`config.mk`:
```
export PLATFORM = sky130hd
export DESIGN_NAME = z_core_mul_ctrl
export DESIGN_NICKNAME = d
export VERILOG_FILES = /design/src/rtl/z_core_mul_ctrl_pkg.sv /design/src/rtl/z_core_mul_ctrl_mult.sv /design/src/rtl/z_core_mul_ctrl.sv
export SDC_FILE = /design/constraint.sdc
export NUM_CORES = 2
export LEC_CHECK = 0
export ABC_AREA = 1
export CAP_MARGIN = 10
export CORE_AREA = 2 2 388 390
export DETAILED_ROUTE_END_ITERATION = 12
export DIE_AREA = 0 0 390 392
export PLACE_DENSITY_LB_ADDON = 0.2
export REMOVE_ABC_BUFFERS = 1
export SLEW_MARGIN = 10
export SYNTH_ARGS = -nofsm -noshare
export SYNTH_HDL_FRONTEND = slang
export SYNTH_SLANG_ARGS = --single-unit
```
`constraint.sdc`:
```
create_clock -name clk -period 10.5 [get_ports clk]
set_clock_uncertainty 0.05 [all_clocks]
set_input_delay 1.575 -clock clk [delete_from_list [all_inputs] [get_ports clk]]
set_output_delay 1.575 -clock clk [all_outputs]
set_load 0.05 [all_outputs]
```
`src/rtl/z_core_mul_ctrl_pkg.sv`:
```
// Shared definitions for the RV32M multiply sequencer: funct3 codes, FSM states, signedness decode.
package z_core_mul_ctrl_pkg;

  localparam logic [1:0] F3_MUL    = 2'b00;
  localparam logic [1:0] F3_MULH   = 2'b01;
  localparam logic [1:0] F3_MULHSU = 2'b10;
  localparam logic [1:0] F3_MULHU  = 2'b11;

  typedef enum logic [1:0] {
    S_IDLE = 2'd0,
    S_CALC = 2'd1,
    S_DONE = 2'd2
  } state_t;

  function automatic logic f3_op1_signed(input logic [1:0] f);
    return (f == F3_MULH) || (f == F3_MULHSU);
  endfunction

  function automatic logic f3_op2_signed(input logic [1:0] f);
    return (f == F3_MULH);
  endfunction

endpackage

```
`src/rtl/z_core_mul_ctrl_mult.sv`:
```
// Combinational 32x32->64 multiplier with independent operand signedness.
// Relies on stable inputs for LATENCY cycles (multicycle path owned by z_core_mul_ctrl).
module z_core_mult_unit (
  input  logic        op1_signed,
  input  logic        op2_signed,
  input  logic [31:0] op1,
  input  logic [31:0] op2,
  output logic [63:0] prod
);

  logic signed [32:0] a, b;
  logic signed [65:0] p;
  logic [1:0]         unused_hi;

  // A 33rd bit carries the sign only when the operand is signed, so one signed multiply covers all mixes.
  assign a = {op1_signed & op1[31], op1};
  assign b = {op2_signed & op2[31], op2};
  assign p = a * b;
  assign {unused_hi, prod} = p;

endmodule

```
`src/rtl/z_core_mul_ctrl.sv`:
```
// RV32M MUL/MULH/MULHSU/MULHU sequencer: valid/ready request, LATENCY-cycle hold, valid/ready response.
// Optional feature: define Z_CORE_MUL_ZERO_BYPASS_EN to short-circuit ops with a zero operand.
module z_core_mul_ctrl
  import z_core_mul_ctrl_pkg::*;
#(
  parameter int unsigned LATENCY = 2
) (
  input  logic        clk,
  input  logic        rst,
  input  logic        flush,
  input  logic        req_valid,
  output logic        req_ready,
  input  logic [2:0]  req_funct3,
  input  logic [31:0] req_rs1,
  input  logic [31:0] req_rs2,
  output logic        resp_valid,
  input  logic        resp_ready,
  output logic [31:0] resp_data,
  output logic        busy
);

  state_t      state_q, state_d;
  logic [3:0]  cnt_q, cnt_d;
  logic [31:0] op1_q, op1_d, op2_q, op2_d;
  logic [1:0]  f_q, f_d;
  logic [31:0] resp_data_q, resp_data_d;
  logic [63:0] prod;
  logic        accept;
  logic        unused_f3;

  assign unused_f3 = req_funct3[2];

  z_core_mult_unit u_mult (
    .op1_signed (f3_op1_signed(f_q)),
    .op2_signed (f3_op2_signed(f_q)),
    .op1        (op1_q),
    .op2        (op2_q),
    .prod       (prod)
  );

  always_ff @(posedge clk or posedge rst) begin
    if (rst) begin
      state_q     <= S_IDLE;
      cnt_q       <= '0;
      op1_q       <= '0;
      op2_q       <= '0;
      f_q         <= '0;
      resp_data_q <= '0;
    end else begin
      state_q     <= state_d;
      cnt_q       <= cnt_d;
      op1_q       <= op1_d;
      op2_q       <= op2_d;
      f_q         <= f_d;
      resp_data_q <= resp_data_d;
    end
  end

  always_comb begin
    state_d     = state_q;
    cnt_d       = cnt_q;
    op1_d       = op1_q;
    op2_d       = op2_q;
    f_d         = f_q;
    resp_data_d = resp_data_q;
    if (flush) begin
      state_d = S_IDLE;
    end else begin
      case (state_q)
        S_IDLE, S_DONE: begin
          if (accept) begin
            op1_d   = req_rs1;
            op2_d   = req_rs2;
            f_d     = req_funct3[1:0];
            cnt_d   = 4'(LATENCY - 1);
            state_d = S_CALC;
`ifdef Z_CORE_MUL_ZERO_BYPASS_EN
            if (req_rs1 == '0 || req_rs2 == '0) begin
              resp_data_d = '0;
              state_d     = S_DONE;
            end
`endif
          end else if (state_q == S_DONE && resp_ready) begin
            state_d = S_IDLE;
          end
        end
        S_CALC: begin
          if (cnt_q == '0) begin
            resp_data_d = (f_q == F3_MUL) ? prod[31:0] : prod[63:32];
            state_d     = S_DONE;
          end else begin
            cnt_d = cnt_q - 4'd1;
          end
        end
        default: state_d = S_IDLE;
      endcase
    end
  end

  always_comb begin
    req_ready  = !flush && (state_q == S_IDLE || (state_q == S_DONE && resp_ready));
    accept     = req_ready && req_valid;
    resp_valid = (state_q == S_DONE);
    busy       = (state_q != S_IDLE);
    resp_data  = resp_data_q;
  end

endmodule

```
==> impl_summary.txt <==
----------------------------------------------------
[STA]
  Setup tns final ... 0 ns
  Share of the cycle needed by the critical path after routing ... ~84%
  Number of hold-slack violations in the final timing report ... 0
  Unrepaired setup endpoints after global routing ... false
  Max-slew headroom at the worst pin ... a little over a fifth
  Transition time at the pin with the least slew margin ... between 1 and 1.5 ns
  Hold slack ... between 0.4 and 0.5 ns
  Number of slew-limit violations in the final report ... 0
  Minimum clock period after layout ... about 8.8 ns
  Setup violators final ... 0
  Fmax ... between 100 and 150 MHz

[Detailed routing]
  Sum of met2 wire segment lengths after detailed routing ... between 60000 and 70000 um
  Top layer in use ... met5
  Post-route antenna net violation count ... 0
  Drt wl/cell ... 19.29 um
  Avg Vias per Cell ... about 4.5
  Count of routing violations after the opening detailed-route iteration ... about 2100
  Number of vias after detailed routing ... between 30000 and 40000
  Residual DRC ... 0
  First drt pass iteration count ... 5
  Total wirelength of the detailed-routed design ... between 100000 and 150000 um
  DRT met1 WL ... approximately 67000 um
  Total met3 wirelength after detailed routing ... 6261 um

[Clock tree]
  Gates resized, CTS repair ... 0
  CTS Buffer Depth ... 2
  CTS H-tree lvls ... 3
  Hold Buf Count CTS ... 0
  CTS root buf ... clkbuf_16
  TritonCTS clock tree ... done
  Clock Sink Count ... ~100
  Number of buffers created by CTS ... 9
  Clock transition at the register clock pins on the worst setup and hold paths after CTS ... 0.09 ns
  Post-CTS setup repair buffer count ... 0
  Worst skew pair latency ... between 0.4 and 0.5 ns

[Final layout]
  Share of cells above drive strength 1 ... 3.250%
  Final net count ... between 6000 and 7000
  Layout Cells excl Fill ... between 7000 and 8000
  Filler cell count ... between 15000 and 20000
  Most common cell after layout, fill and taps aside ... inv_1
  Commonest cells after routing, fill and taps aside ... inv_1, nand2_1, fa_1
  Area growth from synthesis to layout ... 7.700%
  Post-route cell area ... approximately 48000 um^2

[Worst hold path]
  Hold crit path type ... flip-flop to flip-flop

[Critical path]
  Reg2Reg Setup Slack ... 1.67 ns
  Required time worst endpoint ... 10.83 ns
  FF-to-FF End ... resp_data[28]
  Worst reg2reg path depth ... 28
  Top cell by count, worst path ... fa_1
  Type of origin of the critical path ... flip-flop
  Type of destination of the critical path ... flip-flop
  Max FO, Critical Path ... 28
  End point of the critical path ... resp_data[28]
  Crit path arrival time ... just over 9 ns
  First element of the critical path ... f_q[0]
  CP Class ... flip-flop to flip-flop
  Reg2Reg Launch Point ... f_q[0]
  Slowest cell on crit path ... fa_1
  Maximum single-stage delay on the critical path ... 1.00 ns

[Place]
  Number of placed cells counting well taps ... between 7000 and 8000
  Dpl hpwl ... 121500 um
  Post-DP Area ... around 48000 um^2
  IO buf count ... approximately 110
  Routability congestion estimate ... approximately 0.91

[Global route]
  Maximum number of pins on one net before global-route repair ... 67
  Number of global-route vias before repair ... approximately 37000
  First-pass GRT wire length ... ~230000 um
  GRT Resource Usage Total ... between 10% and 20%
  Antenna violations before repair ... 1
  Aggregate global routing overflow ... 0

[Logic synthesis]
  YS warnings ... 0
  Dominant synthesized flop cell ... dfrtp_1
  Count of cell types in the netlist ... 38
  Mapped Avg Cell Area ... around 7.9 um^2
  Post-synth EDFFs ... 0
  Synthesized netlist cell count ... roughly 5600
  Number of synthesized register bits ... about 100
  Proportion of register bits with asynchronous set or reset after synthesis ... 100.0%
  Post-synthesis cell area ... 44460 um^2
  Proportion of synthesized chip area in sequential cells ... ~5.9%

[Die]
  Site Rows ... about 140
  Core Footprint ... about 150000 um^2
  Height of the die ... 392 um
  DIE WIDTH ... approximately 400 um
  Overall die area ... between 150000 and 200000 um^2
  I/O pins ... 107
  Effective utilization at floorplan ... approximately 30%

[Flow run]
  MaxCap Viol Count ... 0

[Run status]
  Result of the run ... complete, no violations

----------------------------------------------------
[synth_stat cells (2+ instances only)]
cell | number | area, um^2
ha_1 | 216 | 2703
a21oi_2 | 7 | 61.31
nand4_1 | 20 | 125.1
fa_1 | 1125 | 22520
buf_4 | 3 | 22.52
nor3_1 | 5 | 25.02
nand3_2 | 11 | 110.1
clkbuf_1 | 268 | 1006
o21ai_0 | 88 | 440.4
nand3_1 | 101 | 505.5
xor2_1 | 5 | 43.79
nor2_2 | 20 | 125.1
inv_2 | 4 | 15.01
nand3b_1 | 4 | 30.03
inv_1 | 1671 | 6272
a31oi_1 | 4 | 25.02
or2_2 | 5 | 31.28
o21bai_1 | 8 | 60.06
buf_2 | 15 | 75.07
nand2_1 | 1578 | 5923
a21o_1 | 3 | 22.52
nor2_1 | 221 | 829.6
nand2_2 | 13 | 81.33
a21oi_1 | 110 | 550.5
o21ai_1 | 20 | 100.1
o21ai_2 | 2 | 17.52
xnor2_1 | 4 | 35.03
dfrtp_1 | 104 | 2603
[worst max-delay path: cells and delay by family (launching register included)]
kind	cells	cell delay (ns)
fa+ha+maj	10	5.47
compound gates	5	1.17
buf+inv	7	1.05
simple gates	6	0.65
flops	1	0.36
[layer usage]
metal	vias up	track usage (%)
met3	98	2.074
met1	17760	27.98
met5	-	0
met4	2	3.201
met2	746	33.61
li1	15510	-
[state kept, by name (all words and copies together), names as in the netlist]
| name | count |
|---|---|
| state_q | 2 |
| op2_q | 32 |
| resp_data | 32 |
| op1_q | 32 |
| cnt_q | 4 |
| f_q | 2 |
[through the flow]
stage | setup slack [ns] | util, %
final | 1.670 | 32.16
after global routing | 1.122 | 32.16
after CTS | 1.593 | 32.16
after detailed placement | 1.673 | 31.95
after global placement | 1.677 | 31.95
after floorplan | 2.889 | -
[worst min path at each step]
stage	end	from	depth (start not counted)	slack, ns
after floorplan	cnt_q[3]	cnt_q[3]	2	0.44
after global placement	resp_data[10]	resp_data[10]	2	0.41
after detailed placement	resp_data[9]	resp_data[9]	2	0.42
after CTS	resp_data[9]	resp_data[9]	2	0.44
after global routing	resp_data[9]	resp_data[9]	2	0.48
final	resp_data[9]	resp_data[9]	2	0.44
[layout make-up]
cell class | instances | area (um^2) | share of cell area, %
repair buffers | 194 | 1757 | 3.669
clock buffers | 9 | 225.2 | 0.4704
inverters | 1676 | 6299 | 13.16
well taps | 1944 | 2432 | 5.080
diodes | 1 | 2.502 | 0.005227
multi-input cells | 3579 | 34460 | 71.98
clock inverters | 7 | 86.33 | 0.1803
flip-flops and latches | 104 | 2614 | 5.459
[cell families after synthesis]
group	after synthesis	share of synthesized area [%]
AO/OA/AOI/OAI	246	2.952
AND/OR/NAND/NOR	1983	17.64
XOR/XNOR	9	0.1773
flip-flops	104	5.854
buffers and inverters	1962	16.63
adder cells (fa/ha/maj)	1341	56.74
Power is left out: the tool's default activity adds up to more than one toggle a clock period on the data nets, which glitch-free logic cannot reach.
